$ cat src/rtl/timer_sequencer.sv
// Countdown-timer control FSM: reloads the digit chain, issues the prescaled
// decrement tick and flags timeout when the whole chain has counted down to zero.
module timer_sequencer #(
  parameter int unsigned TICK_DIV = 50_000_000,
  parameter int unsigned CNT_W    = 26,
  parameter int unsigned LOAD_CYC = 2
) (
  input  logic       clk,
  input  logic       RST,
  input  logic       start_i,
  input  logic       pause_i,
  input  logic       reload_i,
  input  logic [3:0] ones_digit_i,
  input  logic       chain_nb_i,
  output logic       load_o,
  output logic       tick_o,
  output logic       top_nb_o,
  output logic       run_o,
  output logic       timeout_o
);

  localparam int unsigned LCNT_W = (LOAD_CYC > 1) ? $clog2(LOAD_CYC) : 1;
  localparam logic [CNT_W-1:0]  PRESC_LAST = CNT_W'(TICK_DIV - 1);
  localparam logic [LCNT_W-1:0] LOAD_LAST  = LCNT_W'(LOAD_CYC - 1);

  typedef enum logic [2:0] {IDLE, LOAD, RUN, PAUSE, DONE} state_t;

  state_t             state, state_n;
  logic               go, go_n;
  logic [LCNT_W-1:0]  lcnt, lcnt_n;
  logic [CNT_W-1:0]   presc, presc_n;
  logic               tick_n;
  logic               zero;

  assign zero     = (ones_digit_i == 4'd0) && !chain_nb_i;
  assign top_nb_o = 1'b0;

  // Next-state, prescaler and load-length logic; reload > start > pause.
  always_comb begin
    state_n = state;
    go_n    = go;
    lcnt_n  = lcnt;
    presc_n = presc;
    tick_n  = 1'b0;
    case (state)
      IDLE: begin
        if (reload_i) begin
          state_n = LOAD;
          go_n    = 1'b0;
          lcnt_n  = '0;
        end else if (start_i) begin
          state_n = LOAD;
          go_n    = 1'b1;
          lcnt_n  = '0;
        end
      end
      LOAD: begin
        presc_n = '0;
        if (reload_i) begin
          go_n   = 1'b0;
          lcnt_n = '0;
        end else begin
          if (start_i) go_n = 1'b1;
          if (lcnt == LOAD_LAST) state_n = go_n ? RUN : IDLE;
          else                   lcnt_n  = lcnt + LCNT_W'(1);
        end
      end
      RUN: begin
        if (reload_i) begin
          state_n = LOAD;
          go_n    = 1'b0;
          lcnt_n  = '0;
        end else if (zero) begin
          state_n = DONE;
        end else begin
          // The pause cycle still counts and may still tick.
          tick_n  = (presc == PRESC_LAST);
          presc_n = tick_n ? '0 : presc + CNT_W'(1);
          if (pause_i) state_n = PAUSE;
        end
      end
      PAUSE: begin
        if (reload_i) begin
          state_n = LOAD;
          go_n    = 1'b0;
          lcnt_n  = '0;
        end else if (start_i) begin
          state_n = RUN;
        end
      end
      DONE: begin
        if (reload_i) begin
          state_n = LOAD;
          go_n    = 1'b0;
          lcnt_n  = '0;
        end else if (start_i) begin
          state_n = LOAD;
          go_n    = 1'b1;
          lcnt_n  = '0;
        end
      end
      default: state_n = IDLE;
    endcase
  end

  // State register; outputs registered from the next state so they align with it.
  always_ff @(posedge clk or posedge RST) begin
    if (RST) begin
      state     <= IDLE;
      go        <= 1'b0;
      lcnt      <= '0;
      presc     <= '0;
      load_o    <= 1'b0;
      tick_o    <= 1'b0;
      run_o     <= 1'b0;
      timeout_o <= 1'b0;
    end else begin
      state     <= state_n;
      go        <= go_n;
      lcnt      <= lcnt_n;
      presc     <= presc_n;
      load_o    <= (state_n == LOAD);
      tick_o    <= tick_n;
      run_o     <= (state_n == RUN);
      timeout_o <= (state_n == DONE);
    end
  end

endmodule

$ cat config.mk
export PLATFORM = sky130hd
export DESIGN_NAME = timer_sequencer
export DESIGN_NICKNAME = d
export VERILOG_FILES = /design/src/rtl/timer_sequencer.sv
export SDC_FILE = /design/constraint.sdc
export NUM_CORES = 1
export LEC_CHECK = 0
export ABC_AREA = 1
export BUFFER_PORTS_ARGS = -buffer_cell sky130_fd_sc_hd__buf_2
export CAP_MARGIN = 20
export CORE_ASPECT_RATIO = 1.1
export CORE_MARGIN = 4
export CORE_UTILIZATION = 46
export CTS_CLUSTER_DIAMETER = 200
export DETAILED_ROUTE_END_ITERATION = 6
export HOLD_SLACK_MARGIN = 0.08
export MAX_ROUTING_LAYER = met4
export PLACE_DENSITY = 0.65
export SLEW_MARGIN = 25
export SYNTH_ARGS = -nofsm -noshare
export SYNTH_HDL_FRONTEND = slang
export SYNTH_SLANG_ARGS = --single-unit
$ cat constraint.sdc
create_clock -name clk -period 1.6 [get_ports clk]
set_clock_uncertainty 0.2 [all_clocks]
set_input_delay 0.08 -clock clk [delete_from_list [all_inputs] [get_ports clk]]
set_output_delay 0.08 -clock clk [all_outputs]
set_load 0.1 [all_outputs]
==> results of run 1 <==
report_power, final:
group,internal (uW),total [uW],switching [uW]
Clock,622,984,363
Sequential,954,1010,54.7
Combinational,963,2160,1190
what timing repair did:
action | 4_1_cts | 5_1_grt
pin swaps | 11 | 24
hold buffers | 4 | 0
setup buffers | 4 | 6
endpoints found under the hold margin | 43 | 0
setup endpoints to repair | 27 | 29
resized for setup | 37 | 62
cloned | 0 | 3
sequential cells by signal (all words and copies together) (netlist names):
name / count
go: 1
lcnt: 1
load_o: 1
presc: 26
run_o: 1
state: 3
tick_o: 1
timeout_o: 1
synth_stat cells (2+ instances only):
library cell	n	area, um^2
nand2_1	105	394.1
nor2_1	57	214.0
inv_1	51	191.4
dfrtp_1	35	875.8
nand3_1	34	170.2
o21ai_0	15	75.07
nand4_1	13	81.33
nor3_1	7	35.03
a21oi_1	5	25.02
xor2_1	4	35.03
buf_4	3	22.52
nor2_2	3	18.77
a32o_1	2	20.02
buf_2	2	10.01
buf_6	2	22.52
o211ai_1	2	15.01
o21a_1	2	15.01
cell type report:
| class | count | area, um^2 | share of cell area, % |
|---|---|---|---|
| clock inverter | 3 | 67.56 | 1.908 |
| sequential | 35 | 877.1 | 24.77 |
| clock buffer | 5 | 68.82 | 1.943 |
| multi-input combinational | 261 | 1485 | 41.94 |
| inverter | 53 | 203.9 | 5.760 |
| tap | 56 | 70.07 | 1.979 |
| timing repair buffer | 91 | 768.2 | 21.70 |
tightest hold or removal path: stages:
cell and delay [ns]:
buf_2 0.07, nor2_1 0.03, nand3_1 0.12, nand2_4 0.08, inv_1 0.07, nand2_1 0.06
nand2_1 0.09
per-stage QoR:
| stage | area (um^2) | util (%) | setup TNS, ns | hold slack [ns] |
|---|---|---|---|---|
| detailed placement | 2913 | 60.91 | -3.035 | 0.009782 |
| global placement | 2913 | 60.91 | -2.208 | 0.007473 |
| global route | 3541 | 74.05 | -4.600 | 0.2064 |
| floorplan | 2364 | - | -0.2571 | -0.008294 |
| finish | 3541 | 74.05 | -2.305 | 0.1465 |
| CTS | 3234 | 67.63 | -1.734 | 0.1285 |
kinds of logic (layout without fill, tap and decap cells):
family / after synthesis / after routing
simple gates: 225 / 225
compound gates: 30 / 30
flops: 35 / 35
buf+inv: 61 / 152
xor+xnor: 4 / 4
fa+ha+maj: 1 / 1
other cells: 1 / 1
layer usage:
layer / vias up / GRT usage, %
met5: - / -
met4: 0 / 9.857
met3: 28 / 3.896
met2: 120 / 37.93
met1: 1283 / 27.30
li1: 1309 / -
cell usage in the layout, fill, tap and decap left out, types with 2 or more instances in the layout:
master	instances
clkbuf_16	2
inv_4	2
inv_1	43
o21ai_1	8
nand3_2	7
clkbuf_8	5
nor3_1	2
nor2_2	10
nor2_1	37
inv_2	8
dlygate4sd3_1	4
a32o_1	2
xor2_1	4
o211ai_1	2
nand2_1	86
nand3_1	27
o21a_1	2
buf_2	13
bufinv_16	2
a21oi_1	4
o21ai_0	6
buf_12	4
buf_6	6
buf_4	62
dfrtp_1	34
nand4_1	13
nand2_4	8
nor3_2	5
nand2_2	12
nor2_4	13
path summary, 6_finish.rpt:
kind | slack, ns | startpoint | end
max in group asynchronous | 0.63 | RST | presc[19]
max reg2reg | -0.15 | presc[1] | presc[8]
min reg2reg | 0.33 | go | go
min | 0.15 | ones_digit_i[0] | state[0]
min in group asynchronous | 0.22 | RST | presc[10]
max | -0.15 | presc[1] | presc[8]
==> flow_summary.json, run 1 <==
{
  "status": "complete, but fails checks",
  "violations": "setup timing",
  "grt_pass1_wl_um": 11590,
  "grt_overflow": 0,
  "crit_arrival_ns": 1.79,
  "layout.cells.non_filler": 504,
  "grt_setup_unrepaired": "yes",
  "peakVddDrop_v": 0.0007135,
  "port-buffer-count": 13,
  "htree_levels": 2,
  "slowest_stage": "dfrtp_1",
  "fp.coreArea_mm2": 0.004782,
  "grt_pass1_vias": 2595,
  "cp_cell_sequence": "ha_2 > nand2_2 > nor2_4 > buf_4 > nand2_4 > nor2_4 > inv_1 > o21ai_0 > nand2_2 > nor2_1",
  "maxSlewViolCount": 0,
  "yosysUniqueCellTypes": 32,
  "wl_per_cell_um": 15.42,
  "synth_top_family_by_area": "simple AND/OR/NAND/NOR gates",
  "drc": 0,
  "dp_hpwl_um": 5026,
  "grt_max_degree": 36,
  "ys_warn_count": 0,
  "yosysSeqAreaShare_pct": 37.37,
  "crit_cells": 10,
  "antenna_cells": 0,
  "synth_edf_count": 0,
  "cts.sinks": 35,
  "nNetsFinal": 458,
  "cp_slowest_stage_delay_ns": 0.39,
  "synth_compound_gate_area_share_pct": 8.009,
  "postSynthCellCount": 357,
  "cts-root-buf": "clkbuf_8",
  "crit_fanout": 3,
  "critPathBufInv": 2,
  "route.met2.wl_um": 3880,
  "firstDrtPassIters": 6,
  "reg2regPathDepth": 10,
  "placed_cells": 479,
  "finalPower_uw": 4149,
  "cap_violations": 0,
  "ant_nets": 0,
  "antenna_found_initial": 0,
  "wl_met3_um": 492,
  "gp_congestion": 0.9249,
  "num_rows": 26,
  "fp.dieW_um": 76.06,
  "ys_ff_latch": 35,
  "power_leakage_uw": 0.001722,
  "cts_tree": "built",
  "crit_family": "simple AND/OR/NAND/NOR gates",
  "cts.path.max_buffers": 2,
  "synth_xor_area_share_pct": 1.495,
  "top_layer": "met4",
  "min_path_type": "in -> reg",
  "setup_viol": 25,
  "syn2layout_area_growth_pct": 51.09,
  "drive_gt1_share_pct": 37.72,
  "synth_area_mm2": 0.002343,
  "start_kind": "flip-flop",
  "async_flop_share_pct": 100.0,
  "synth_simple_gate_area_share_pct": 41.38,
  "met1_length_um": 3130,
  "avgSynthCellArea_um2": 6.564,
  "initial_core_util_pct": 49.01,
  "cp.required_ns": 1.64,
  "min_path_cells": 7,
  "wirelength_um": 7771,
  "cts_buffers": 5,
  "synth_flop_cell": "dfrtp_1",
  "vias": 2740,
  "synth_fp_nets": 368,
  "power.density_mw_per_mm2": 1172,
  "die-area_mm2": 0.006302,
  "fmax_mhz": 570.6,
  "clk_pin_slew_ns": 0.08,
  "worstSetupEndpointType": "flip-flop",
  "synthMuxAreaShare_pct": 0,
  "routed_via_density": 5.437,
  "final_hold_viol_count": 0,
  "period_share_pct": 109.5,
  "clk_latency_ns": 0.30,
  "worst-setup-path-type": "reg -> reg",
  "drtIter0Drc": 221,
  "pin_count": 15,
  "dp_slack_ns": -0.2171,
  "die_y_um": 82.86,
  "fin_crit_ns": 1.753,
  "track_usage_pct": 22.90,
  "nFillCells": 352,
  "synthAdderAreaFrac_pct": 0.5339,
  "fin_ws_ns": -0.1525
}
No activity file was read; power rests on OpenSTA's default activity.
==> run 2, diff against run 1 <==
- CORE_MARGIN: 4 -> 2
- CTS_CLUSTER_DIAMETER: 200 -> default
- MAX_ROUTING_LAYER: met4 -> default
==> flow_summary.json, run 2 (same netlist as run 1, synthesis figures left out) <==
{
  "status": "complete, but fails checks",
  "violations": "setup timing",
  "crit_fanout": 5,
  "die_y_um": 78.86,
  "power.density_mw_per_mm2": 1300,
  "routed_via_density": 5.647,
  "clk_latency_ns": 0.30,
  "fin_crit_ns": 1.847,
  "crit_arrival_ns": 1.88,
  "die-area_mm2": 0.005682,
  "track_usage_pct": 30.36,
  "finalPower_uw": 4738,
  "cap_violations": 0,
  "worst-setup-path-type": "reg -> reg",
  "cts.sinks": 35,
  "dpl_cell_area_mm2": 0.002920,
  "largest_register_ffs": 26,
  "top_regs": "presc (26), state (3)",
  "num_rows": 27,
  "drtIter0Drc": 319,
  "ant_nets": 0,
  "dp_hpwl_um": 4916,
  "syn2layout_area_growth_pct": 55.53,
  "port-buffer-count": 13,
  "pin_count": 15,
  "grt_pass1_vias": 2851,
  "cts_buffers": 5,
  "nNetsFinal": 468,
  "peakVddDrop_v": 0.0006338,
  "grt_overflow": 0,
  "drive_gt1_share_pct": 37.55,
  "multiInputGateArea_mm2": 0.001440,
  "placed_cells": 480,
  "final_common_cell": "nand2_1",
  "wl_per_cell_um": 16.75,
  "period_share_pct": 115.4,
  "gp_congestion": 0.9270,
  "cts_tree": "built",
  "worstSetupEndpointType": "flip-flop",
  "fmax_mhz": 541.4,
  "top_register": "presc",
  "setup_viol": 29,
  "initial_core_util_pct": 47.19,
  "power_leakage_uw": 0.001768,
  "cts-root-buf": "clkbuf_8",
  "fp.dieW_um": 72.06,
  "holdWs_ns": 0.1425,
  "layout.cells.non_filler": 516,
  "cts.path.max_buffers": 2,
  "fin_ws_ns": -0.2471,
  "seqCellArea_um2": 878.3,
  "finalCoreUtilization_pct": 73.39,
  "grt_setup_unrepaired": "yes",
  "vias": 2914,
  "start_kind": "flip-flop",
  "clk_pin_slew_ns": 0.08,
  "htree_levels": 2,
  "layout_common_cells": "88 x nand2_1, 64 x buf_4, 45 x nor2_1",
  "antenna_found_initial": 0,
  "cp.required_ns": 1.63,
  "firstDrtPassIters": 6,
  "maxSlewViolCount": 0,
  "final_hold_viol_count": 0,
  "grt_max_degree": 36,
  "wirelength_um": 8641,
  "antenna_cells": 0,
  "finalInstanceArea_mm2": 0.003645,
  "drc": 0,
  "grt_pass1_wl_um": 13340,
  "min_path_type": "in -> reg",
  "fp.coreArea_mm2": 0.004966,
  "nFillCells": 352
}
[run 2: changes by cell type in the layout (fill, tap and decap cells not counted), sizes merged]
cell / before / now
buf: 85 / 94
bufinv: 2 / 1
clkbuf: 7 / 8
clkinv: 0 / 2
clkinvlp: 1 / 0
dlygate4sd3: 4 / 5
inv: 53 / 52
[run 2: final cells by class]
type                    count  share of cell area, %
inverters                  53                  5.596
clock inverters             2                 0.9612
clock buffers               6                  2.266
flip-flops and latches     35                  24.10
repair buffers            101                  25.57
well taps                  58                  1.991
multi-input cells         261                  39.51
[run 2: timing repair]
item | in CTS | in global routing
hold buffers | 5 | 0
buffers inserted | 12 | 7
endpoints found under the hold margin | 43 | 0
endpoints found under the setup margin | 28 | 31
gates resized for setup | 58 | 34
cloned | 4 | 2
pin swaps | 11 | 21
[run 2: path summary, 6_finish.rpt]
kind | start | end | slack [ns] | cells past startpoint
min in group asynchronous | RST | timeout_o | 0.24 | 4
min | reload_i | presc[10] | 0.14 | 5
max in group asynchronous | RST | presc[7] | 0.61 | 4
max reg2reg | state[2] | presc[23] | -0.25 | 11
min reg2reg | go | go | 0.32 | 2
max | state[2] | presc[23] | -0.25 | 11
[run 2: through the flow]
step | TNS (ns) | setup slack, ns
final | -4.658 | -0.2471
after global routing | -7.435 | -0.3312
after CTS | -2.333 | -0.1515
after detailed placement | -3.445 | -0.2308
after global placement | -2.757 | -0.1767
after floorplan | -0.2571 | -0.02607
[run 2: per-layer routing]
layer / up-vias / wire length, um / track usage, %
met3: 41 / 666 / 7.234
met1: 1371 / 3190 / 34.46
met5: - / 0 / 0
met2: 167 / 4319 / 52.78
met4: 0 / 464 / 15.09
li1: 1335 / - / -
[run 2: worst max-delay path, cell delays in order, from the launching register on]
cell	delay [ns]
dfrtp_1	0.40
inv_2	0.10
nand2_4	0.06
nor2_4	0.17
nand2_4	0.08
a21oi_4	0.22
buf_12	0.18
clkbuf_16	0.14
nand2_4	0.03
nand2_1	0.06
nand2_1	0.05
nor2_1	0.09
[run 2: report_power, final]
| group | switching (uW) | total, uW | internal [uW] |
|---|---|---|---|
| clock | 354 | 859 | 505 |
| sequential | 64.9 | 1020 | 954 |
| combinational | 1390 | 2860 | 1470 |
| total | 1800 | 4740 | 2930 |
==> run 3, diff against run 2 <==
- GPL_TIMING_DRIVEN: default -> 0
==> flow_summary.json, run 3 (same netlist as run 1, synthesis figures left out) <==
{
  "status": "complete, but fails checks",
  "violations": "setup timing",
  "routed_via_density": 5.371,
  "regToRegSetupSlack_ns": -0.20,
  "layout_common_cells": "87 x nand2_1, 48 x nor2_1, 47 x inv_1",
  "worst_pin_slew_ns": 0.7218,
  "vias": 2546,
  "cts_tree": "built",
  "final_hold_viol_count": 0,
  "cts-root-buf": "clkbuf_8",
  "cts.path.max_buffers": 2,
  "gp_congestion": 0.9356,
  "nNetsFinal": 426,
  "maxSlewHeadroom_pct": 51.81,
  "fp.dieW_um": 72.06,
  "period_share_pct": 112.6,
  "r2r-end": "presc[23]",
  "grt_max_degree": 36,
  "die-area_mm2": 0.005682,
  "wl_per_cell_um": 14.36,
  "final_common_cell": "nand2_1",
  "num_rows": 27,
  "drtIter0Drc": 194,
  "multiInputGateArea_mm2": 0.001396,
  "cts_buffers": 5,
  "cp.required_ns": 1.63,
  "fin_setup_tns_ns": -4.227,
  "antenna_cells": 0,
  "htree_levels": 2,
  "ant_nets": 0,
  "r2r-start": "state[2]",
  "clk_pin_slew_ns": 0.07,
  "maxSlewViolCount": 0,
  "pin_count": 15,
  "grt_pass1_wl_um": 10750,
  "fmax_mhz": 555.1,
  "min_path_cells": 4,
  "seqCellArea_um2": 884.6,
  "dp_hpwl_um": 4325,
  "reg2regPathDepth": 12,
  "track_usage_pct": 24.20,
  "grt_setup_unrepaired": "yes",
  "power_leakage_uw": 0.001458,
  "wirelength_um": 6809,
  "port-buffer-count": 13,
  "fin_ws_ns": -0.2015,
  "hold_end": "state[0]",
  "largest_register_ffs": 26,
  "cap_violations": 0,
  "power.density_mw_per_mm2": 1168,
  "grt_pass1_vias": 2352,
  "drive_gt1_share_pct": 28.37,
  "firstDrtPassIters": 5,
  "fin_crit_ns": 1.802,
  "dp_slack_ns": -0.3446,
  "clk_latency_ns": 0.29,
  "setup_viol": 26,
  "cts.sinks": 35,
  "initial_core_util_pct": 47.19,
  "min_path_type": "in -> reg",
  "nFillCells": 441,
  "drc": 0,
  "hold_start": "start_i",
  "top_regs": "presc (26), state (3)",
  "peakVddDrop_v": 0.0007054,
  "antenna_found_initial": 0,
  "top_register": "presc",
  "die_y_um": 78.86,
  "start_kind": "flip-flop",
  "worstSetupEndpointType": "flip-flop",
  "fp.coreArea_mm2": 0.004966,
  "grt_overflow": 0,
  "syn2layout_area_growth_pct": 32.67,
  "worst-setup-path-type": "reg -> reg",
  "crit_arrival_ns": 1.83,
  "crit_fanout": 5
}
-- run 3: cell types whose count changed in the layout (fill, tap and decap cells not counted), sizes merged --
cell and change:
buf -41, bufinv -1
-- run 3: area by class of cell --
type	instances	share of cell area, %
buffer	8	2.455
clock buffer	7	2.455
clock inverter	1	0.1610
inverter	53	6.559
multi-input combinational	261	44.91
sequential	35	28.45
tap	58	2.334
timing repair buffer	51	12.68
-- run 3: report_power, final --
group,internal [uW],switching [uW],total [uW]
sequential,957,70.3,1030
combinational,807,1160,1970
clock,306,332,638
total,2070,1560,3630
-- run 3: worst max-delay path by stage --
| stage | start | to | slack [ns] | depth (start not counted) |
|---|---|---|---|---|
| detailed placement | presc[14] | presc[3] | -0.34 | 8 |
| finish | state[2] | presc[23] | -0.20 | 12 |
| CTS | state[2] | presc[23] | -0.17 | 12 |
| floorplan | state[2] | presc[9] | -0.03 | 10 |
| global route | state[2] | presc[23] | -0.30 | 12 |
| global placement | presc[14] | presc[3] | -0.33 | 8 |
-- run 3: critical path: stages, from the launching register on --
cell and delay (ns):
dfrtp_1 0.39, inv_2 0.10, nand2_4 0.06, nor2_4 0.09
buf_6 0.12, nand2_4 0.06, a21oi_4 0.22, buf_6 0.15
buf_6 0.11, nand2_1 0.05, nand2_1 0.06, nand2_1 0.04
nor2_1 0.08
-- run 3: routing by layer --
metal / routed length [um] / vias up / track usage, %
li1: - / 1250 / -
met1: 2923 / 1186 / 31.89
met2: 3264 / 84 / 39.72
met3: 389 / 26 / 4.061
met4: 231 / 0 / 8.868
met5: 0 / - / 0
-- run 3: stage by stage --
| stage | total power, uW | instance area [um^2] | std cells | hold slack, ns | utilization, % |
|---|---|---|---|---|---|
| floorplan | 1956 | 2364 | 357 | -0.008294 | - |
| global placement | 2244 | 2501 | 428 | 0.1417 | 50.37 |
| detailed placement | 2257 | 2501 | 428 | 0.05560 | 50.37 |
| CTS | 3273 | 2834 | 457 | 0.04300 | 57.07 |
| global route | 3825 | 3109 | 474 | 0.1067 | 62.61 |
| finish | 3631 | 3109 | 474 | 0.06869 | 62.61 |
-- run 3: repair_timing --
item,4_1_cts,5_1_grt
gates resized for setup,32,46
hold buffers,5,1
endpoints found under the hold margin,43,1
setup buffers,13,17
cloned,3,0
setup endpoints to repair,26,30
pin swaps,5,17
